## src/rtl/dcache_axi_ctrl.sv

```systemverilog
// Data-cache miss/flush controller.
// Sequences CPU lookups, dirty-line writebacks and line refills over an AXI
// master port, and walks every set to write back dirty lines on a flush.
//
// state   | meaning
// --------+---------------------------------------------------------------
// IDLE    | ready for a CPU request
// LOOKUP  | tag compare on the captured (or replayed) request
// WB_AW   | writeback address phase
// WB_W    | writeback data beats, beat_idx counts
// WB_B    | waiting for the writeback response
// RF_AR   | refill address phase
// RF_R    | refill data beats, one array write per beat
// RESP    | completion handshake towards the CPU
// FL_SCAN | flush walk, one set per cycle at set_idx
module dcache_axi_ctrl #(
  parameter int SETS  = 64,
  parameter int BEATS = 4
) (
  input  logic                     clk,
  input  logic                     rst,
  // CPU request / completion
  input  logic                     cpu_valid,
  input  logic                     cpu_flush,
  output logic                     cpu_ready,
  output logic                     rsp_valid,
  input  logic                     rsp_ready,
  // line status from the tag array
  input  logic                     hit,
  input  logic                     line_valid,
  input  logic                     line_dirty,
  // array control
  output logic                     lookup_en,
  output logic                     hit_access,
  output logic                     fill_we,
  output logic                     tag_we,
  output logic [$clog2(BEATS)-1:0] beat_idx,
  output logic [$clog2(SETS)-1:0]  set_idx,
  output logic                     flushing,
  // AXI master
  output logic                     arvalid,
  input  logic                     arready,
  input  logic                     rvalid,
  output logic                     rready,
  input  logic                     rlast,
  output logic                     awvalid,
  input  logic                     awready,
  output logic                     wvalid,
  input  logic                     wready,
  output logic                     wlast,
  input  logic                     bvalid,
  output logic                     bready
);

  localparam int BW = $clog2(BEATS);
  localparam int SW = $clog2(SETS);
  localparam logic [BW-1:0] LAST_BEAT = BW'(BEATS - 1);
  localparam logic [SW-1:0] LAST_SET  = SW'(SETS - 1);

  typedef enum logic [3:0] {
    S_IDLE,
    S_LOOKUP,
    S_WB_AW,
    S_WB_W,
    S_WB_B,
    S_RF_AR,
    S_RF_R,
    S_RESP,
    S_FL_SCAN
  } state_t;

  state_t        r_state;
  state_t        w_state_nxt;
  logic          r_mode;       // 0: serving a miss, 1: flush walk
  logic          w_mode_nxt;
  logic [BW-1:0] r_beat;
  logic [BW-1:0] w_beat_nxt;
  logic [BW-1:0] w_beat_inc;
  logic [SW-1:0] r_set;
  logic [SW-1:0] w_set_nxt;
  logic [SW-1:0] w_set_inc;
  logic          w_beat_last;
  logic          w_set_last;

  // The burst is terminated by this counter alone; rlast is deliberately
  // unused so a misbehaving slave cannot cut a refill short.
  logic w_unused;
  assign w_unused = rlast;

  assign w_beat_inc  = r_beat + BW'(1);
  assign w_set_inc   = r_set + SW'(1);
  assign w_beat_last = (r_beat == LAST_BEAT);
  assign w_set_last  = (r_set == LAST_SET);

  assign beat_idx = r_beat;
  assign set_idx  = r_set;

  // State and index registers; reset drops every AXI valid immediately.
  always_ff @(posedge clk or negedge rst) begin
    if (!rst) begin
      r_state <= S_IDLE;
      r_mode  <= 1'b0;
      r_beat  <= '0;
      r_set   <= '0;
    end else begin
      r_state <= w_state_nxt;
      r_mode  <= w_mode_nxt;
      r_beat  <= w_beat_nxt;
      r_set   <= w_set_nxt;
    end
  end

  // Next-state, index updates and output decode.
  always_comb begin
    w_state_nxt = r_state;
    w_mode_nxt  = r_mode;
    w_beat_nxt  = r_beat;
    w_set_nxt   = r_set;
    cpu_ready   = 1'b0;
    rsp_valid   = 1'b0;
    lookup_en   = 1'b0;
    hit_access  = 1'b0;
    fill_we     = 1'b0;
    tag_we      = 1'b0;
    flushing    = 1'b0;
    arvalid     = 1'b0;
    rready      = 1'b0;
    awvalid     = 1'b0;
    wvalid      = 1'b0;
    wlast       = 1'b0;
    bready      = 1'b0;

    case (r_state)
      S_IDLE: begin
        cpu_ready = 1'b1;
        if (cpu_valid) begin
          if (cpu_flush) begin
            w_state_nxt = S_FL_SCAN;
            w_set_nxt   = '0;
            w_mode_nxt  = 1'b1;
          end else begin
            w_state_nxt = S_LOOKUP;
            lookup_en   = 1'b1;
            w_mode_nxt  = 1'b0;
          end
        end
      end

      S_LOOKUP: begin
        if (hit) begin
          hit_access  = 1'b1;
          w_state_nxt = S_RESP;
        end else if (line_valid && line_dirty) begin
          w_state_nxt = S_WB_AW;
        end else begin
          w_state_nxt = S_RF_AR;
        end
      end

      S_WB_AW: begin
        awvalid = 1'b1;
        if (awready) begin
          w_state_nxt = S_WB_W;
          w_beat_nxt  = '0;
        end
      end

      S_WB_W: begin
        wvalid = 1'b1;
        wlast  = w_beat_last;
        if (wready) begin
          w_beat_nxt = w_beat_inc;
          if (w_beat_last) begin
            w_state_nxt = S_WB_B;
          end
        end
      end

      S_WB_B: begin
        bready = 1'b1;
        if (bvalid) begin
          if (!r_mode) begin
            w_state_nxt = S_RF_AR;
          end else begin
            // flushed line is now clean; rewrite its tag before moving on
            tag_we = 1'b1;
            if (w_set_last) begin
              w_state_nxt = S_RESP;
            end else begin
              w_set_nxt   = w_set_inc;
              w_state_nxt = S_FL_SCAN;
            end
          end
        end
      end

      S_RF_AR: begin
        arvalid = 1'b1;
        if (arready) begin
          w_state_nxt = S_RF_R;
          w_beat_nxt  = '0;
        end
      end

      S_RF_R: begin
        rready = 1'b1;
        if (rvalid) begin
          fill_we    = 1'b1;
          w_beat_nxt = w_beat_inc;
          if (w_beat_last) begin
            // tag written with the final beat so the replayed lookup hits
            tag_we      = 1'b1;
            w_state_nxt = S_LOOKUP;
          end
        end
      end

      S_RESP: begin
        rsp_valid = 1'b1;
        if (rsp_ready) begin
          w_state_nxt = S_IDLE;
          w_set_nxt   = '0;
        end
      end

      S_FL_SCAN: begin
        if (line_valid && line_dirty) begin
          w_state_nxt = S_WB_AW;
        end else if (w_set_last) begin
          w_state_nxt = S_RESP;
        end else begin
          w_set_nxt = w_set_inc;
        end
      end

      default: begin
        w_state_nxt = S_IDLE;
      end
    endcase

    flushing = (r_state == S_FL_SCAN) ||
               (r_mode && ((r_state == S_WB_AW) || (r_state == S_WB_W) ||
                           (r_state == S_WB_B)));
  end

endmodule

```

## config.mk

```make
export PLATFORM = sky130hd
export DESIGN_NAME = dcache_axi_ctrl
export DESIGN_NICKNAME = d
export VERILOG_FILES = /design/src/rtl/dcache_axi_ctrl.sv
export SDC_FILE = /design/constraint.sdc
export NUM_CORES = 1
export LEC_CHECK = 0
export CORE_ASPECT_RATIO = 0.7
export CORE_MARGIN = 3
export CORE_UTILIZATION = 30
export DETAILED_ROUTE_END_ITERATION = 10
export PLACE_DENSITY = 0.67
export SLEW_MARGIN = 20
export SYNTH_ARGS = -nofsm -noshare
export SYNTH_HDL_FRONTEND = slang
export SYNTH_SLANG_ARGS = --single-unit
```

## constraint.sdc

```tcl
create_clock -name clk -period 2.5 [get_ports clk]
set_input_delay 0.5 -clock clk [delete_from_list [all_inputs] [get_ports clk]]
set_output_delay 0.5 -clock clk [all_outputs]
set_load 0.005 [all_outputs]
```

==> out/results.ini <==
[logic_synthesis]
synth_warnings = 0
synthFlopType = dfrtp_1
synth.distinct_cells = 43
synth_edf_count = 0
synth.area.top_cells = dfrtp_1 30%, nor2_1 5.9%, mux2i_1 3.7%
syn-num-nets = 144
syn_avg_cell_area_um2 = 8.51
yosysSeqAreaShare_pct = 29.9
synthCells = 128
yosys.area.top_type = dfrtp_1
ys_seq_elements = 13
netlist_area_um2 = 1090
synth_top_area_share_pct = 29.9
async_reset_ff_share_pct = 100

[critical_path]
critPathArrivalTime_ns = 1.93
r2r_end = set_idx[2]
critPathTopFamily = buffers and inverters
critPathBufInv = 2
cp_slowest_cell = clkdlybuf4s50_1
reg2reg_from = r_state[2]
cp.required_ns = 2.00
cp_max_fo = 11
setup.worst_path.end_class = output pin
endpoint = awvalid
path_cells = buf_4 > nand2b_1 > nor3_2 > clkdlybuf4s50_1
crit_cells = 4
startpoint_type = flip-flop
cp-startpoint = r_state[0]
cpPeakStageDelay_ns = 0.58
r2r_cells = 8
critPathKind = flip-flop to output pin
rrSetupSlack_ns = 0.32

[floorplan]
core-area_um2 = 3320
fp.dieH_um = 56.4
die_w_um = 78.0
ios = 35
start_util_pct = 32.8
die-area_um2 = 4400
core.rowCount = 17

[layout]
drive_gt1_share_pct = 17.7
fillers = 349
syn2layout_area_growth_pct = 42.9
nNetsFinal = 181
layout.cells.non_filler = 211
diodes = 0

[clock_network]
clk_pin_slew_worst_paths_ns = 0.05
cts.root.buffer_cell = clkbuf_8
cts_setup_buffers = 0
htreeDepth = 1
clkSinkCount = 13
cts_made_buffers = 3
clock_latency_ns = 0.24
cts_tree = yes
cts_buffer_depth = 2

[sta]
skew_ns = 0.00287
setup_ws_ns = 0.0745
tightest_slew_ns = 0.601
clock.fmax_mhz = 412
hold_viol_final = 0
period_share_pct = 97.0
setup_viol = 0
timing.slew.headroom_pct = 59.8
setup_tns_ns = 0
min_period_ns = 2.43
whs_ns = 0.572
slew_viol_final = 0

[placed_design]
dp_cells = 207
hpwlAfterDp_mm = 2.45
port_buffers = 33
gp_congestion = 0.801
pre_cts_slack_ns = 0.157

[drt]
drt-initial-drc-count = 78
via_count = 1104
vias_per_cell = 5.23
wire_per_inst_um = 15.3
drtPass1Iterations = 4
wl_mm = 3.22
antenna_left = 0
drc_errors = 0

[grt]
grt_pass1_vias = 1086
grt_pass1_wl_mm = 5.42
grt_antenna_before_repair = 0
grt_overflow = 0
grt_use_total_pct = 15.2
grt_max_degree = 15

[worst_hold_path]
hold_class = flip-flop to flip-flop

[flow_run]
cap_violations = 0

[pwr]
finalPower_w = 0.00182
leakage_nw = 0.636
power_density_nw_per_um2 = 1170
vdd_ir_drop_max_v = 0.000534

[run_status]
status = finished, final reports clean

[worst register-to-register path, delay by kind of cell, from the launching register on]
kind | cells | cell delay (ns)
buf+inv | 2 | 0.35
mux | 1 | 0.15
flops | 1 | 0.45
compound gates | 5 | 1.10
[power by group]
part / total, W / switching [W] / internal (W)
logic: 0.00116 / 0.000566 / 0.000596
clock network: 0.000189 / 0.0000765 / 0.000113
registers: 0.000466 / 0.000163 / 0.000303
total: 0.00182 / 0.000805 / 0.00101
[repair_timing]
action | CTS | global route
hold buffers | 0 | 0
gates resized for setup | 3 | 7
endpoints found under the hold margin | 0 | 0
setup endpoints to repair | 3 | 6
pin swaps | 0 | 2
[cell families after synthesis]
logic type	share of synthesized area (%)
and+or+nand+nor	31.5
AOI/OAI and AO/OA	24.0
DFF	29.9
buffers and inverters	5.85
muxes	5.74
adders and majority gates	2.30
xor gates and xnor gates	0.804
[worst min path at each step]
stage                      startpoint  depth (start not counted)          end  slack, ns
final                      set_idx[5]                          1   set_idx[5]       0.57
after detailed placement   set_idx[5]                          1   set_idx[5]       0.56
after global routing       set_idx[5]                          1   set_idx[5]       0.59
after global placement    beat_idx[1]                          2  beat_idx[1]       0.53
after CTS                  set_idx[5]                          1   set_idx[5]       0.57
after floorplan                   rst                          0  beat_idx[0]       0.20
[layout by cell type, fill, tap and decap left out, types with 3 or more instances in the layout]
master | synthesis | routed
nor2_1 | 17 | 17
nand3b_1 | 3 | 3
dfrtp_2 | 0 | 4
nand2_1 | 10 | 10
clkdlybuf4s50_1 | 0 | 33
a21oi_1 | 6 | 6
o31ai_1 | 4 | 3
clkbuf_8 | 0 | 3
dfrtp_1 | 13 | 9
inv_1 | 3 | 3
and3_1 | 4 | 4
nand3_1 | 6 | 6
nor3_1 | 5 | 3
mux2i_1 | 4 | 4
buf_4 | 2 | 7
o21ai_0 | 6 | 6
nor2b_1 | 5 | 3
[cell usage after synthesis, drive strengths merged (2+ instances only)]
master  number
nand2b       2
dfrtp       13
nand3        6
nor3         5
and3         4
o21ai        6
buf          4
o21a         2
nor4bb       2
inv          3
mux2i        4
nand2       10
a21o         2
nor3b        2
mux2         2
o31ai        4
and4b        2
nor2b        5
nor2        17
clkbuf       4
a21oi        7
ha           2
nand3b       3
[sequential cells by signal (all words and copies together), names as in the netlist]
signal    flops
r_state       4
beat_idx      2
r_mode        1
set_idx       6
[stage by stage]
step | instance area (um^2) | util [%]
global placement | 1480 | 44.6
floorplan | 1090 | -
detailed placement | 1480 | 44.6
CTS | 1540 | 46.4
global route | 1560 | 46.9
finish | 1560 | 46.9
[final cells by class]
type	count	area, um^2	share of cell area, %
clock buffers	4	45.0	2.89
inverters	3	11.3	0.723
multi-input cells	104	729	46.8
flip-flops and latches	13	330	21.2
well taps	47	58.8	3.78
repair buffers	40	383	24.6
[layer usage]
layer / up-vias / routed length, um / GRT usage, %
met2: 33 / 1390 / 22.3
li1: 541 / - / -
met3: 2 / 191 / 3.85
met1: 528 / 1610 / 22.7
met4: 0 / 27 / 2.49
met5: - / 0 / 0
Power figures use the tool's default switching activity.
